File: src/rtl/mem_stage.sv
// Pipeline MEM stage: drives one outstanding data-memory access and loads the MEM/WB register.
// Latency: 1 cycle for non-memory ops; 3 cycles per memory op with a same-cycle ack (IDLE, REQ, DONE).
// Backpressure: Stall_o freezes upstream while an access is pending; aborts after TIMEOUT cycles in REQ.
//
// Ports:
//   clk_i, rst_i                    clock, asynchronous active-low reset
//   RegWrite_i..RDaddr_i            EX/MEM control, address/result, store data, destination register
//   MemReq_o..MemWdata_o            data-memory request (held stable until MemAck_i)
//   MemAck_i, MemRdata_i            one-cycle completion, read data valid with the ack
//   RegWrite_o..RDaddr_o            MEM/WB register outputs
//   Stall_o, Err_o                  upstream freeze, one-cycle misalignment/timeout error pulse
module mem_stage #(
    parameter int TIMEOUT = 16
) (
    input  logic        clk_i,
    input  logic        rst_i,
    input  logic        RegWrite_i,
    input  logic        MemtoReg_i,
    input  logic        MemRead_i,
    input  logic        MemWrite_i,
    input  logic [31:0] ALUResult_i,
    input  logic [31:0] RS2data_i,
    input  logic [4:0]  RDaddr_i,
    output logic        MemReq_o,
    output logic        MemWe_o,
    output logic [31:0] MemAddr_o,
    output logic [31:0] MemWdata_o,
    input  logic        MemAck_i,
    input  logic [31:0] MemRdata_i,
    output logic        RegWrite_o,
    output logic        MemtoReg_o,
    output logic [31:0] ALUResult_o,
    output logic [31:0] MemData_o,
    output logic [4:0]  RDaddr_o,
    output logic        Stall_o,
    output logic        Err_o
);

    typedef enum logic [1:0] {IDLE, REQ, DONE} state_t;

    state_t      state;
    state_t      next_state;
    logic [4:0]  cnt;
    logic [31:0] rd_buf;
    logic        aborted;
    logic        stall;

    logic memop;
    logic aligned;
    logic timed_out;

    // A write with MemRead_i also set is still a write: MemWe_o follows MemWrite_i.
    assign memop     = MemRead_i | MemWrite_i;
    assign aligned   = (ALUResult_i[1:0] == 2'b00);
    assign timed_out = (cnt == 5'(TIMEOUT - 1));

    // Gated by reset so the stall drops immediately even if upstream still presents a memop.
    assign Stall_o = rst_i & stall;

    always_ff @(posedge clk_i or negedge rst_i) begin
        if (!rst_i) begin
            state <= IDLE;
        end else begin
            state <= next_state;
        end
    end

    always_comb begin
        next_state = state;
        stall      = 1'b0;
        case (state)
            IDLE: begin
                if (memop && aligned) begin
                    stall      = 1'b1;
                    next_state = REQ;
                end
            end
            REQ: begin
                stall = 1'b1;
                // Ack is checked first so an ack coinciding with the timeout completes normally.
                if (MemAck_i || timed_out) begin
                    next_state = DONE;
                end
            end
            DONE: begin
                next_state = IDLE;
            end
            default: begin
                next_state = IDLE;
            end
        endcase
    end

    always_ff @(posedge clk_i or negedge rst_i) begin
        if (!rst_i) begin
            MemReq_o    <= 1'b0;
            MemWe_o     <= 1'b0;
            MemAddr_o   <= '0;
            MemWdata_o  <= '0;
            RegWrite_o  <= 1'b0;
            MemtoReg_o  <= 1'b0;
            ALUResult_o <= '0;
            MemData_o   <= '0;
            RDaddr_o    <= '0;
            Err_o       <= 1'b0;
            cnt         <= '0;
            rd_buf      <= '0;
            aborted     <= 1'b0;
        end else begin
            Err_o <= 1'b0;
            case (state)
                IDLE: begin
                    if (memop) begin
                        // Bubble into MEM/WB; remaining fields hold their last value.
                        RegWrite_o <= 1'b0;
                        MemtoReg_o <= 1'b0;
                        if (aligned) begin
                            MemReq_o   <= 1'b1;
                            MemWe_o    <= MemWrite_i;
                            MemAddr_o  <= ALUResult_i;
                            MemWdata_o <= RS2data_i;
                            cnt        <= '0;
                            aborted    <= 1'b0;
                        end else begin
                            Err_o <= 1'b1;
                        end
                    end else begin
                        RegWrite_o  <= RegWrite_i;
                        MemtoReg_o  <= MemtoReg_i;
                        ALUResult_o <= ALUResult_i;
                        RDaddr_o    <= RDaddr_i;
                    end
                end
                REQ: begin
                    RegWrite_o <= 1'b0;
                    MemtoReg_o <= 1'b0;
                    if (cnt != 5'h1f) begin
                        cnt <= cnt + 5'd1;
                    end
                    if (MemAck_i) begin
                        MemReq_o <= 1'b0;
                        if (!MemWe_o) begin
                            rd_buf <= MemRdata_i;
                        end
                    end else if (timed_out) begin
                        MemReq_o <= 1'b0;
                        aborted  <= 1'b1;
                    end
                end
                DONE: begin
                    aborted <= 1'b0;
                    if (aborted) begin
                        RegWrite_o <= 1'b0;
                        MemtoReg_o <= 1'b0;
                        Err_o      <= 1'b1;
                    end else begin
                        RegWrite_o  <= RegWrite_i;
                        MemtoReg_o  <= MemtoReg_i;
                        ALUResult_o <= ALUResult_i;
                        RDaddr_o    <= RDaddr_i;
                        MemData_o   <= rd_buf;
                    end
                end
                default: begin
                    MemReq_o <= 1'b0;
                end
            endcase
        end
    end

endmodule

File: config.mk
export PLATFORM = sky130hd
export DESIGN_NAME = mem_stage
export DESIGN_NICKNAME = d
export VERILOG_FILES = /design/src/rtl/mem_stage.sv
export SDC_FILE = /design/constraint.sdc
export NUM_CORES = 1
export LEC_CHECK = 0
export CORE_UTILIZATION = 35
export CTS_CLUSTER_SIZE = 12
export DETAILED_ROUTE_END_ITERATION = 8
export HOLD_SLACK_MARGIN = 0.02
export PLACE_DENSITY = 0.64
export SLEW_MARGIN = 30
export SYNTH_ARGS = -nofsm -noshare
export SYNTH_HDL_FRONTEND = slang
export SYNTH_SLANG_ARGS = --single-unit
File: constraint.sdc
create_clock -name clk_i -period 2 [get_ports clk_i]
set_input_delay 0.5 -clock clk_i [delete_from_list [all_inputs] [get_ports clk_i]]
set_output_delay 0.5 -clock clk_i [all_outputs]
set_load 0.02 [all_outputs]
==> out/metrics.yaml, run 1 <==
dp_hpwl_um: 12000
cts.path.max_buffers: 2
worstPathRequired_ns: 1.50
seq_area_frac_synth_pct: 64.9
finalNetCount: 806
drv_slew: 0
fin_area_um2: 10500
cts_root_buf: "clkbuf_16"
drc: 0
mostFrequentLayoutCell: "clkdlybuf4s50_1"
cts_made_buffers: 17
yosysTopAreaCell: "dfrtp_1"
grt_pass1_vias: 4946
synthTopCellsByArea: "dfrtp_1 (65%), mux2_2 (27%), ha_1 (1.3%)"
critPathMaxFanout: 2
routed_wirelength_um: 16800
ys_warn_count: 0
netlist_area_um2: 6860
rows: 50
period_needed_ns: 2.06
synth_top_area_share_pct: 64.9
r2r_end: "ALUResult_o[1]"
die_h_um: 142
dp_cells: 925
first_pass_iters: 5
grt_pass1_wl_um: 26600
track_usage_pct: 17.4
drive_gt1_share_pct: 32.8
synthCells: 422
start_util_pct: 36.2
setup_viol: 1
cts_num_sinks: 178
grt_max_degree: 124
drtIter0Drc: 166
tritoncts: "built"
hold_violations: 0
maxCapViolCount: 0
cts_hold_buffers: 0
gr-total-overflow: 0
slew_headroom_pct: 53.7
antenna_left: 0
wl_per_cell_um: 17.4
endpoint_kind: "output port"
h-tree-depth: 4
die_w_um: 142
period_share_pct: 103
tns_ns: -0.0620
finalClockSkew_ns: 0.0130
failed_checks: "negative setup slack"
synth_cell_types: 29
die-area_um2: 20200
syn_nets: 537
r2r_start: "state[0]"
coreArea_um2: 19000
clkTransAtPathRegs_ns: 0.07
status: "complete, but fails checks"
total_power_mw: 18.5
vias_per_cell: 4.66
arrival_ns: 1.56
syn_avg_cell_area_um2: 16.3
vias: 4488
portBuffers: 246
crit_type: "input port to output port"
rrSetupSlack_ns: 0.14
dp_slack_ns: -0.193
finalWorstSetupSlack_ns: -0.0620
critPathLaunchType: "input port"
worstMarginPinSlew_ns: 0.694
io_pins: 247
placed_area_um2: 9750
n_antenna_cell: 0
clock_insertion_delay_worst_skew_ns: 0.43
min_path_type: "input port to asynchronous set/reset pin"
clock.fmax_mhz: 485
powerDensity_nw_per_um2: 1770
fill_cells: 1536
area_growth_pct: 52.6
gp_congestion: 0.724
ir_worst_vdd_v: 0.000912
final_cell_mix: "clkdlybuf4s50_1 (244), dfrtp_1 (178), mux2_2 (165)"
rr_worst_depth: 8
stdcell_count: 964
p_leak_nw: 4.41
ys_ff_latch: 178
antenna_found_initial: 0
rsz0062_at_grt: "true"
==> worst max path at each step <==
stage | from | endpoint | slack, ns | depth (start not counted)
5_1_grt | state[1] | Stall_o | -0.09 | 6
2_1_floorplan | state[0] | Stall_o | 0.02 | 7
3_5_place_dp | ALUResult_i[1] | cnt[0] | -0.19 | 5
6_report | MemRead_i | Stall_o | -0.06 | 5
3_3_place_gp | ALUResult_i[1] | cnt[0] | -0.12 | 5
4_1_cts | state[0] | Stall_o | -0.1 | 6
==> where the power goes <==
part           switching, mW  internal [mW]  total (mW)
clock network           1.45           2.12        3.56
registers              0.884           5.37        6.25
logic                   3.93           4.77        8.70
==> kinds of logic (layout without fill, tap and decap cells) <==
group	count (synthesis)	in the layout	synth area share, %
buf+inv	24	306	2.02
compound gates	21	21	2.35
simple gates	27	27	2.39
mux	165	165	27.1
fa+ha+maj	7	7	1.28
flops	178	178	64.9
==> critical path, cell delays in order <==
cell and delay (ns):
clkdlybuf4s50_1 0.47, o21ai_4 0.21, nor3_4 0.05, o21a_2 0.20
buf_6 0.13
==> area by class of cell <==
type                            instances  area (um^2)  share of cell area, %
Tap cell                              260          325                   3.11
Inverter                                5         18.8                  0.179
Clock buffer                           19          433                   4.13
Multi-Input combinational cell        220         2330                   22.3
Sequential cell                       178         4450                   42.5
Timing Repair Buffer                  269         2710                   25.9
Clock inverter                         13          199                   1.90
==> cells in the mapped netlist (all sizes together) <==
cell	count
o32a	2
nor4b	5
and2	1
nand2	7
o211ai	1
buf	16
and3	4
ha	7
o21a	2
o31a	1
nand2b	1
dfrtp	178
o21bai	1
nand4b	1
a22o	2
nor2b	3
mux2	165
nor3	1
o21ai	7
a211o	3
o31ai	2
nand3b	1
clkbuf	3
inv	5
nor2	3
==> through the flow <==
step | hold slack (ns) | util [%]
2_1_floorplan | 0.204 | -
3_5_place_dp | 0.486 | 51.4
5_1_grt | 0.264 | 55.3
4_1_cts | 0.226 | 55.1
6_report | 0.197 | 55.3
3_3_place_gp | 0.471 | 51.4
==> layer usage <==
layer	GRT usage [%]	vias to the layer above	wire [um]
li1	-	2044	-
met1	20.3	2259	6880
met2	28.9	166	8260
met3	6.53	19	1330
met4	7.24	0	335
met5	0	-	0
==> registers in the layout, summed over array words and instances, names as in the netlist, 2 cells and up <==
register     flops
ALUResult_o     32
MemAddr_o       32
MemData_o       32
MemWdata_o      32
RDaddr_o         5
cnt              5
rd_buf          32
state            2
==> repair_timing <==
item / in CTS / in global routing
gates resized for setup: 7 / 3
setup buffers: 4 / 3
endpoints found under the setup margin: 1 / 2
pin swaps: 1 / 2
Note: power is estimated with default switching activity, not from simulation.
==> run 2: changes to the inputs <==
- CORE_UTILIZATION: 35 -> 40
- PLACE_DENSITY: 0.64 -> 0.72
==> out/metrics.yaml, run 2 (same netlist as run 1, synthesis figures left out) <==
status: "complete, but fails checks"
failed_checks: "negative setup slack"
stdcell_count: 931
portBuffers: 246
final_cell_mix: "clkdlybuf4s50_1 (243), dfrtp_1 (178), mux2_2 (165)"
cts_hold_buffers: 0
finalNetCount: 814
grt_max_degree: 179
worstPathRequired_ns: 1.50
finalWorstSetupSlack_ns: -0.103
wl_per_cell_um: 19.0
critPathLaunchType: "input port"
coreArea_um2: 16600
crit_type: "input port to output port"
tritoncts: "built"
cts_made_buffers: 17
powerDensity_nw_per_um2: 1740
cts.path.max_buffers: 2
drtIter0Drc: 120
die_w_um: 133
track_usage_pct: 20.6
n_antenna_cell: 0
p_leak_nw: 4.46
cts_num_sinks: 178
min_path_type: "input port to asynchronous set/reset pin"
endpoint_kind: "output port"
area_growth_pct: 53.1
clock.fmax_mhz: 475
total_power_mw: 18.3
ir_worst_vdd_v: 0.000854
antenna_left: 0
dp_hpwl_um: 12300
fill_cells: 1267
mostFrequentLayoutCell: "clkdlybuf4s50_1"
die_h_um: 133
critical_path.startpoint: "MemWrite_i"
rsz0062_at_grt: "true"
io_pins: 247
worstMarginPinSlew_ns: 0.530
antenna_found_initial: 0
clkTransAtPathRegs_ns: 0.06
grt_pass1_wl_um: 27600
maxCapViolCount: 0
rows: 47
vias_per_cell: 4.95
dp_cells: 890
die-area_um2: 17700
hold_violations: 0
utilization_pct: 63.1
drc: 0
vias: 4606
finalClockSkew_ns: 0.0193
start_util_pct: 41.2
drv_slew: 0
slew_headroom_pct: 64.7
period_share_pct: 105
cp_top_family: "buffers and inverters"
gp_congestion: 0.740
clock_insertion_delay_worst_skew_ns: 0.44
dp_slack_ns: -0.555
cts_root_buf: "clkbuf_16"
r2r_start: "state[1]"
grt_pass1_vias: 5111
path_cells: "clkdlybuf4s50_1, o21ai_4, nor3_4, o21a_2, buf_6"
first_pass_iters: 4
critPathMaxFanout: 2
setup_viol: 1
period_needed_ns: 2.10
arrival_ns: 1.60
gr-total-overflow: 0
path_buf_inv: 2
routed_wirelength_um: 17700
critPathSlowestCell: "clkdlybuf4s50_1"
cp_slowest_stage_delay_ns: 0.47
h-tree-depth: 4
drive_gt1_share_pct: 33.6
==> run 2: report_power, final <==
group	switching [mW]	total (mW)	internal, mW
clock network	1.48	3.10	1.62
logic	4.03	8.90	4.87
registers	0.905	6.27	5.37
==> run 2: what timing repair did <==
item / CTS / global route
cloned: 2 / 2
pin swaps: 3 / 2
buffers inserted: 4 / 1
endpoints found under the setup margin: 42 / 43
resized for setup: 16 / 3
==> run 2: metal layers <==
metal | GRT usage, % | wire (um) | vias to the layer above
met5 | 0 | 0 | -
met4 | 9.13 | 469 | 0
met3 | 5.40 | 1080 | 31
li1 | - | - | 2070
met1 | 22.6 | 6930 | 2338
met2 | 37.1 | 9180 | 167
==> run 2: area by class of cell <==
class | count | area, um^2 | share of cell area, %
Tap cell | 220 | 275 | 2.62
Multi-Input combinational cell | 220 | 2320 | 22.1
Sequential cell | 178 | 4450 | 42.4
Clock buffer | 17 | 425 | 4.05
Timing Repair Buffer | 277 | 2880 | 27.4
Clock inverter | 14 | 126 | 1.20
Inverter | 5 | 18.8 | 0.179
==> run 2: worst paths after layout <==
| path | end | slack [ns] | cells past startpoint |
|---|---|---|---|
| worst max-delay path | Stall_o | -0.10 | 5 |
| max in group asynchronous | MemData_o[29] | 1.10 | 3 |
| worst min register to register | MemData_o[8] | 0.50 | 1 |
| worst max register to register | MemAddr_o[30] | 0.09 | 8 |
| worst min-delay path | ALUResult_o[8] | 0.08 | 2 |
| min in group clk_i | MemData_o[8] | 0.50 | 1 |
==> run 2: through the flow <==
step           hold WS [ns]  setup TNS [ns]  cell area (um^2)
5_1_grt               0.102          -0.180             10500
3_5_place_dp          0.484          -30.69              9730
4_1_cts               0.330          -0.194             10400
2_1_floorplan         0.204               0              6870
3_3_place_gp          0.469          -25.61              9730
6_report             0.0799          -0.103             10500
==> run 3: changes to the inputs <==
- CTS_CLUSTER_DIAMETER: default -> 40
- clock period: 2 -> 2.4 ns (I/O delays scaled with it)
==> out/metrics.yaml, run 3 (same netlist as run 1, synthesis figures left out) <==
status: "finished, final reports clean"
h-tree-depth: 4
clock_insertion_delay_worst_skew_ns: 0.42
setup_viol: 0
cp_top_family: "flip-flops"
start_util_pct: 41.2
powerDensity_nw_per_um2: 1450
die-area_um2: 17700
dp_hpwl_um: 11300
finalClockSkew_ns: 0.00642
worstMarginPinSlew_ns: 0.873
period_share_pct: 95.9
io_pins: 247
die_w_um: 133
rsz0062_at_grt: "false"
grt_pass1_wl_um: 25800
vias_per_cell: 4.87
dr.max_layer_used: "met4"
coreArea_um2: 16600
critPathMaxFanout: 3
gp_congestion: 0.768
endpoint_kind: "output port"
track_usage_pct: 19.0
portBuffers: 246
wl_met2_um: 8100
min_path_type: "input port to asynchronous set/reset pin"
wl_per_cell_um: 17.5
p_leak_nw: 4.35
cts_num_sinks: 178
gr-total-overflow: 0
clkPwrFrac_pct: 17.6
tns_ns: 0
finalNetCount: 799
path_buf_inv: 2
first_pass_iters: 4
critPathLaunchType: "flop"
cts_made_buffers: 17
period_needed_ns: 2.30
antenna_found_initial: 0
arrival_ns: 1.70
placed_area_um2: 9670
n_antenna_cell: 0
antenna_left: 0
cts.path.max_buffers: 2
clkTransAtPathRegs_ns: 0.07
cts_root_buf: "clkbuf_16"
drv_slew: 0
die_h_um: 133
critPathSlowestCell: "dfrtp_1"
cp_slowest_stage_delay_ns: 0.40
hold_violations: 0
routed_wirelength_um: 16000
slew_headroom_pct: 41.8
p_int_mw: 9.70
drc: 0
tritoncts: "built"
drive_gt1_share_pct: 31.6
mostFrequentLayoutCell: "clkdlybuf4s50_1"
met1_length_um: 6320
ir_worst_vdd_v: 0.000744
area_growth_pct: 49.4
total_power_mw: 14.9
p_switching_mw: 5.20
drtIter0Drc: 173
fin_area_um2: 10300
pwr-share-comb_pct: 47.5
worstPathRequired_ns: 1.80
p_seq_share_pct: 34.9
switching_share_pct: 34.9
grt_pass1_vias: 4879
path_cells: "inv_1, ha_2, o21ai_2, nor3_4, o21a_1, buf_2"
rows: 47
clock.fmax_mhz: 434
crit_type: "flop to output port"
grt_max_degree: 179
wl_met3_um: 1120
maxCapViolCount: 0
final_cell_mix: "clkdlybuf4s50_1 (244), dfrtp_1 (178), mux2_2 (165)"
vias: 4466
## run 3: cell types whose count changed in the layout (fill, tap and decap cells not counted), sizes merged
cell,previous run,this run
inv,10,14
clkdlybuf4s50,243,244
clkinvlp,3,2
clkbuf,19,17
dlymetal6s2s,1,0
bufbuf,1,0
clkinv,6,4
buf,30,18
## run 3: power groups by stage
| stage | Clock (mW) | Sequential (mW) | Combinational (mW) |
|---|---|---|---|
| after floorplan | 0 | 6.59 | 2.36 |
| after global placement | 0 | 5.16 | 7.00 |
| after detailed placement | 0 | 5.26 | 7.13 |
| after CTS | 2.71 | 5.22 | 7.17 |
| after global routing | 2.84 | 5.39 | 7.47 |
| final | 2.62 | 5.21 | 7.08 |
## run 3: metal layers
metal	up-vias	track usage, %
li1	2036	-
met1	2236	22.2
met2	166	31.6
met3	28	6.78
met4	0	7.92
met5	-	0
## run 3: layout make-up
class	count	area, um^2
Clock buffer	17	425
Clock inverter	15	138
Timing Repair Buffer	262	2650
Fill cell	1244	6390
Tap cell	220	275
Sequential cell	178	4450
Multi-Input combinational cell	220	2300
Inverter	5	18.8
## run 3: worst paths after layout
path,startpoint,end,slack (ns),depth (start not counted)
min in group clk_i,RegWrite_o,RegWrite_o,0.49,2
max,state[1],Stall_o,0.1,6
max reg2reg,state[1],MemAddr_o[30],0.12,6
max in group asynchronous,rst_i,rd_buf[21],1.34,3
min,rst_i,MemAddr_o[10],0.16,2
min reg2reg,RegWrite_o,RegWrite_o,0.49,2
## run 3: through the flow
stage	setup WS, ns	hold WS [ns]	utilization (%)	std cells
after detailed placement	-0.357	0.485	58.1	884
after global placement	-0.350	0.470	58.1	884
after floorplan	0.274	0.304	-	422
after global routing	0.0164	0.165	61.6	917
final	0.0984	0.158	61.6	917
after CTS	0.0858	0.434	61.5	916
## run 3: timing repair
item	4_1_cts	5_1_grt
buffers inserted	0	0
hold buffers	0	0
resized for setup	6	0
setup endpoints to repair	1	0
